[src/rtl/fc_layer_sequencer.sv]
`default_nettype none
// ============================================================================
// Module      : fc_layer_sequencer
// Description : Walks N_OUT neurons x N_IN features for the fully-connected
//               layer. Issues feature/weight buffer reads, drives the shared
//               MAC (clear/enable/last), writes each neuron's result to the
//               logit buffer and tracks a running signed argmax.
// Revision    : 1.0 - initial release
// ============================================================================
module fc_layer_sequencer #(
   parameter int N_IN    = 169,
   parameter int N_OUT   = 10,
   parameter int ACC_W   = 32,
   parameter int MEM_LAT = 1
) (
   input  logic                              clk,
   input  logic                              reset,
   input  logic                              begin_fc,
   output logic                              rd_en,
   output logic [$clog2(N_IN)-1:0]           feat_addr,
   output logic [$clog2(N_IN*N_OUT)-1:0]     wt_addr,
   output logic                              mac_en,
   output logic                              mac_clear,
   output logic                              mac_last,
   input  logic                              acc_valid,
   input  logic signed [ACC_W-1:0]           acc_in,
   output logic                              out_wr_en,
   output logic [$clog2(N_OUT)-1:0]          out_idx,
   output logic signed [ACC_W-1:0]           out_data,
   output logic                              busy,
   output logic                              done,
   output logic [$clog2(N_OUT)-1:0]          class_idx,
   output logic signed [ACC_W-1:0]           class_score
);

   localparam int FA_W = $clog2(N_IN);
   localparam int WA_W = $clog2(N_IN*N_OUT);
   localparam int OI_W = $clog2(N_OUT);

   localparam logic [FA_W-1:0] c_K_LAST = FA_W'(N_IN-1);
   localparam logic [OI_W-1:0] c_N_LAST = OI_W'(N_OUT-1);
   localparam logic [WA_W-1:0] c_WSTEP  = WA_W'(N_IN);

   typedef enum logic [1:0] {
      S_IDLE   = 2'd0,
      S_ISSUE  = 2'd1,
      S_DRAIN  = 2'd2,
      S_FINISH = 2'd3
   } state_t;

   state_t                  r_state;
   logic [FA_W-1:0]         r_k;
   logic [OI_W-1:0]         r_neuron;
   logic [WA_W-1:0]         r_wbase;
   logic                    r_rd_first;
   logic                    r_rd_last;
   logic signed [ACC_W-1:0] r_best;
   logic [OI_W-1:0]         r_best_idx;
   logic [2:0]              r_pipe [MEM_LAT];
   logic                    w_better;

   // First neuron always seeds the argmax; later ones must be strictly larger
   // so that ties keep the lower index.
   assign w_better = (r_neuron == '0) || (acc_in > r_best);

   // MAC controls are the read tags aged by the buffer latency, so they line
   // up with the data arriving at the MAC inputs.
   assign {mac_en, mac_clear, mac_last} = r_pipe[MEM_LAT-1];

   // Control FSM: read issue, result collection, argmax and completion.
   always_ff @(posedge clk or posedge reset) begin
      if (reset) begin
         r_state     <= S_IDLE;
         r_k         <= '0;
         r_neuron    <= '0;
         r_wbase     <= '0;
         r_rd_first  <= 1'b0;
         r_rd_last   <= 1'b0;
         r_best      <= '0;
         r_best_idx  <= '0;
         rd_en       <= 1'b0;
         feat_addr   <= '0;
         wt_addr     <= '0;
         out_wr_en   <= 1'b0;
         out_idx     <= '0;
         out_data    <= '0;
         busy        <= 1'b0;
         done        <= 1'b0;
         class_idx   <= '0;
         class_score <= '0;
      end else begin
         rd_en      <= 1'b0;
         r_rd_first <= 1'b0;
         r_rd_last  <= 1'b0;
         out_wr_en  <= 1'b0;
         done       <= 1'b0;
         case (r_state)
            S_IDLE: begin
               if (begin_fc) begin
                  r_neuron <= '0;
                  r_k      <= '0;
                  r_wbase  <= '0;
                  busy     <= 1'b1;
                  r_state  <= S_ISSUE;
               end
            end
            S_ISSUE: begin
               rd_en      <= 1'b1;
               feat_addr  <= r_k;
               wt_addr    <= r_wbase + WA_W'(r_k);
               r_rd_first <= (r_k == '0);
               r_rd_last  <= (r_k == c_K_LAST);
               // k parks at its last value rather than wrapping
               if (r_k == c_K_LAST) begin
                  r_state <= S_DRAIN;
               end else begin
                  r_k <= r_k + 1'b1;
               end
            end
            S_DRAIN: begin
               if (acc_valid) begin
                  out_wr_en <= 1'b1;
                  out_idx   <= r_neuron;
                  out_data  <= acc_in;
                  if (w_better) begin
                     r_best     <= acc_in;
                     r_best_idx <= r_neuron;
                  end
                  if (r_neuron == c_N_LAST) begin
                     r_state <= S_FINISH;
                  end else begin
                     r_neuron <= r_neuron + 1'b1;
                     r_wbase  <= r_wbase + c_WSTEP;
                     r_k      <= '0;
                     r_state  <= S_ISSUE;
                  end
               end
            end
            S_FINISH: begin
               class_idx   <= r_best_idx;
               class_score <= r_best;
               done        <= 1'b1;
               busy        <= 1'b0;
               r_state     <= S_IDLE;
            end
            default: r_state <= S_IDLE;
         endcase
      end
   end

   // Delay line carrying {read, first term, last term} by MEM_LAT cycles.
   always_ff @(posedge clk or posedge reset) begin
      if (reset) begin
         for (int i = 0; i < MEM_LAT; i++) r_pipe[i] <= '0;
      end else begin
         r_pipe[0] <= {rd_en, r_rd_first, r_rd_last};
         for (int i = 1; i < MEM_LAT; i++) r_pipe[i] <= r_pipe[i-1];
      end
   end

endmodule
`default_nettype wire

[config.mk]
export PLATFORM = sky130hd
export DESIGN_NAME = fc_layer_sequencer
export DESIGN_NICKNAME = d
export VERILOG_FILES = /design/src/rtl/fc_layer_sequencer.sv
export SDC_FILE = /design/constraint.sdc
export NUM_CORES = 1
export LEC_CHECK = 0
export CORE_MARGIN = 3
export CORE_UTILIZATION = 53
export DETAILED_ROUTE_END_ITERATION = 16
export GPL_ROUTABILITY_DRIVEN = 0
export HOLD_SLACK_MARGIN = 0.02
export PLACE_DENSITY = 0.8
export SLEW_MARGIN = 20
export SYNTH_ARGS = -nofsm -noshare
export SYNTH_HDL_FRONTEND = slang
export SYNTH_SLANG_ARGS = --single-unit
[constraint.sdc]
create_clock -name clk -period 6.95 [get_ports clk]
set_clock_uncertainty 0.15 [all_clocks]
set_input_delay 1.0425 -clock clk [delete_from_list [all_inputs] [get_ports clk]]
set_output_delay 1.0425 -clock clk [all_outputs]
set_load 0.005 [all_outputs]
# After elaboration in Yosys (flattened, before gate mapping)
# Cells that the tools add are included.
# W data, S select, Z words.
# totals
wordCells,73
out_inout_bits,98
reg_bits,161
in_bits,36
# classes
n_reduce_logical,13
order_cmp,1
add_sub_neg,4
eq_ne,10
muxes,26
# op_table
cell,n
$mux W11,3
$gt A32 B32 Y1,1
$mux W8,4
$pmux W8 S3,1
$pmux W11 S2,1
$mux W4,3
$add A11 B8 Y11,1
$add A11 B8 Y11 const B,1
$ne A2 B2 Y1 const B,5
$add A8 B1 Y8 const B,1
$eq A8 B8 Y1 const B,1
$logic_not A8 Y1,1
$mux W2,4
$pmux W2 S4,1
$pmux W4 S2,1
$mux W1,7
$reduce_and A3 Y1,2
$reduce_and A5 Y1,1
$add A4 B1 Y4 const B,1
$eq A2 B2 Y1 const B,2
$eq A4 B4 Y1 const B,1
$logic_not A4 Y1,1
$reduce_and A2 Y1,2
$reduce_and A4 Y1,1
other kinds (6),7

# Depth between registers and ports, before layout
# depth
depth_word,4
ltp_mapped,10
ltp_nobuf,10

# Worst setup path after synthesis
# OpenSTA, ideal clock, no wires.
# synth_timing
path_kind,input to register
start,input port acc_in[30]
end,register r_best[0]
setup_ns,0.125
cell_stages,9
slack_ns,3.670
arrival_ns,3.005
t_required_ns,6.675
n_path_buf,1
cell_sequence,ha_1 a21oi_1 nand2_1 a221oi_1 and4_1 a31oi_1 a21boi_2 buf_6 mux2_4
# synth_via
elab_chain_cells,3
# synth_rtl
element,line_no,rtl
from (decl),26,"input logic signed [ACC_W-1:0] acc_in,"
$gt A32 B32 Y1,64,assign w_better = (r_neuron == '0) || (acc_in > r_best);
$logic_or A1 B1 Y1,64,
$reduce_and A3 Y1 (no source line),n/a,
to (signal assigned),126,r_best <= acc_in;
to (decl),57,logic signed [ACC_W-1:0] r_best;
# No other way between the ends.
# A chain may end at the register's enable or synchronous reset.

# Worst setup path in the final report
# layout_timing
start,input port acc_in[27]
end,register r_best[28]
# Same word-level chain as after synthesis.

==> flow_summary.toml <==
[run_status]
outcome = "complete, no violations"

[timing]
setup_ws_ps = 2720
finalHoldViolCount = 0
fin_crit_ps = 4230
slew_headroom_pct = 30.4
setup_viol = 0
worst_pin_slew_ps = 1040
rsz0062_at_grt = "false"
fin_tns_setup_ps = 0
maxSlewViolCount = 0
max_clock_freq_mhz = 236
period_share_pct = 60.9

[layout]
layout-drive-gt1-share_pct = 10.3
antenna_cells = 0
final_nets = 934
final_cell_area_sq_um = 9590
syn2layout_area_growth_pct = 28.9

[synth]
synth_top_cell_by_area = "dfrtp_1"
synth_area_per_cell_sq_um = 10.3
yosysMostFrequentCell = "nand2_1"
syn_inst = 720
synthTopCellsByCount = "nand2_1 (191), dfrtp_1 (161), o21ai_0 (63)"
ys_seq_area_share_pct = 54.2
synth.area.top_cells = "dfrtp_1 (54%), nand2_1 (9.6%), ha_1 (7.7%), mux2_4 (6.1%), o21ai_0 (4.2%)"
synth_flop_cell = "dfrtp_1"
yosysWarnings = 0
synth_nets = 803
netlist-cell-type-count = 48
yosys_register_bits = 161
async_flop_share_pct = 100
synth_top_area_share_pct = 54.2
synth_edf_count = 0
synth_area_sq_um = 7440

[routing]
vias = 5674
drt-wirelength-per-cell_microns = 16.9
drt_pass1_iterations = 6
postRouteAntennaNets = 0
drt_iter0_markers = 346
viasPerCell = 5.46
routed_wl_mm = 17.6
drc = 0

[worst_setup_path]
path_max_fanout = 20
arrival_ps = 4400
r2r_cells = 9
start_kind = "primary input"
cp.required_ps = 7110
critPathKind = "in -> reg"
end_kind = "flop"

[power]
swShare_pct = 25.6
power_density_nw_per_um2 = 270
clkPwrFrac_pct = 40.1
power_leakage_uw = 0.00463
power.switching_uw = 663
combPwrFrac_pct = 17.4
seqPwrFrac_pct = 42.5
vdd_drop_max_mv = 0.181
p_int_uw = 1930

[die]
core-area_sq_um = 13500
num_rows = 42
pin_count = 134
start_util_pct = 55.1
die_area_sq_um = 15500
die_h_microns = 124
fp.dieW_microns = 124

[clocking]
numCtsBuffers = 17
cts-root-buf = "clkbuf_16"
htreeDepth = 4
post_cts_buffers = 0
clkLatencyLatePin_ps = 430
cts_tree = "done"
clkTransAtPathRegs_ps = 60
cts_buffer_depth = 2
ctsResizeCount = 0
cts.sinks = 161
postCtsHoldBufs = 0

[placement]
dp_slack_ps = 2330
placed_area_sq_um = 8930
io_buffers = 133
hpwl_mm = 12.1

[worst_hold_path]
hold_class = "reg -> reg"
min_path_cells = 0

[global_route]
gr-usage-all-layers_pct = 23.9
grt_max_degree = 99
grt_pass1_vias = 5970
grt_pass1_wl_mm = 30.0
antenna_found_initial = 0
grt_remaining_overflow = 0

[flow_run]
drv_cap = 0
[cell type report]
class	instances	area [sq um]
clock buffer	23	488
multi-input combinational	486	3130
sequential	161	4030
timing repair buffer	138	1370
inverter	47	181
tap	176	220
fill	950	3910
clock inverter	9	176
[worst paths after layout]
path	start	end	slack [ps]
setup / recovery	acc_in[27]	r_best[28]	2720
hold / removal	r_rd_first	r_pipe[1]	200
setup reg to reg	r_state[1]	r_wbase[9]	3290
hold reg to reg	r_rd_first	r_pipe[1]	200
max in group asynchronous	reset	out_data[8]	4280
min in group asynchronous	reset	class_score[25]	1040
[per-layer routing]
layer	vias up	track usage [%]	routed length (microns)
met5	-	0	0
met4	0	10.1	490
met3	40	4.93	718
met2	150	39.4	8810
met1	2830	30.7	7570
li1	2654	-	-
[sequential cells by signal (all words and copies together), names as in the netlist]
| register | flops |
|---|---|
| feat_addr | 8 |
| wt_addr | 11 |
| r_best | 32 |
| r_wbase | 11 |
| r_rd_last | 1 |
| r_pipe | 3 |
| done | 1 |
| out_data | 32 |
| r_neuron | 4 |
| out_wr_en | 1 |
| rd_en | 1 |
| r_best_idx | 4 |
| class_idx | 4 |
| out_idx | 4 |
| r_rd_first | 1 |
| class_score | 32 |
| busy | 1 |
| r_state | 2 |
| r_k | 8 |
[power by group through the flow]
| stage | clock network, uW | registers (uW) | logic [uW] |
|---|---|---|---|
| after global routing | 1100 | 1110 | 505 |
| after floorplan | 0 | 1100 | 251 |
| final | 1040 | 1100 | 450 |
| after detailed placement | 0 | 1110 | 452 |
| after CTS | 1060 | 1100 | 456 |
| after global placement | 0 | 1110 | 431 |
[cell usage in the layout (no fill, tap or decap), types with 2 or more instances in the layout]
cell type	Yosys	layout
a21boi_0	2	2
a21o_1	3	3
a21oi_1	26	26
a31oi_1	3	3
and3_1	4	4
buf_4	0	5
bufinv_16	0	5
clkbuf_1	22	2
clkbuf_16	0	17
clkbuf_8	0	4
clkdlybuf4s50_1	0	133
clkinv_2	0	2
dfrtp_1	161	161
ha_1	46	46
inv_1	46	45
mux2_2	9	9
mux2_4	30	30
mux2i_1	3	3
nand2_1	191	189
nand2_2	0	2
nand2b_1	5	4
nand3_1	10	10
nand4_1	8	8
nor2_1	22	22
nor2b_1	4	4
nor3_1	6	6
o211ai_1	2	2
o21a_1	2	2
o21ai_0	63	63
o31ai_1	2	2
or2_2	3	3
or3_1	4	4
xnor2_1	9	9
xor2_1	11	11
[worst max-delay path, cell delays in order]
cell and delay, ps:
clkdlybuf4s50_1 490, ha_1 380, nand4_2 160, nor4_2 280
nor3b_2 310, a31oi_1 210, a21boi_4 650, buf_4 480
mux2_2 380
[per-stage QoR]
step	total power [uW]	hold WS (ps)	std cells	utilization (%)
2_1_floorplan	1350	181	720	-
3_3_place_gp	1540	193	1008	66.1
3_5_place_dp	1570	187	1008	66.1
4_1_cts	2610	201	1040	71.0
5_1_grt	2720	207	1040	71.0
6_report	2590	200	1040	71.0
[cell families after synthesis]
logic type,count (synthesis),synth area share (%)
and+or+nand+nor,266,15.4
DFF,161,54.2
AOI/OAI and AO/OA,111,8.26
buffers and inverters,73,3.99
adders and majority gates,47,8.01
muxes,42,7.82
xor gates and xnor gates,20,2.35
No activity file was read; power rests on OpenSTA's default activity.
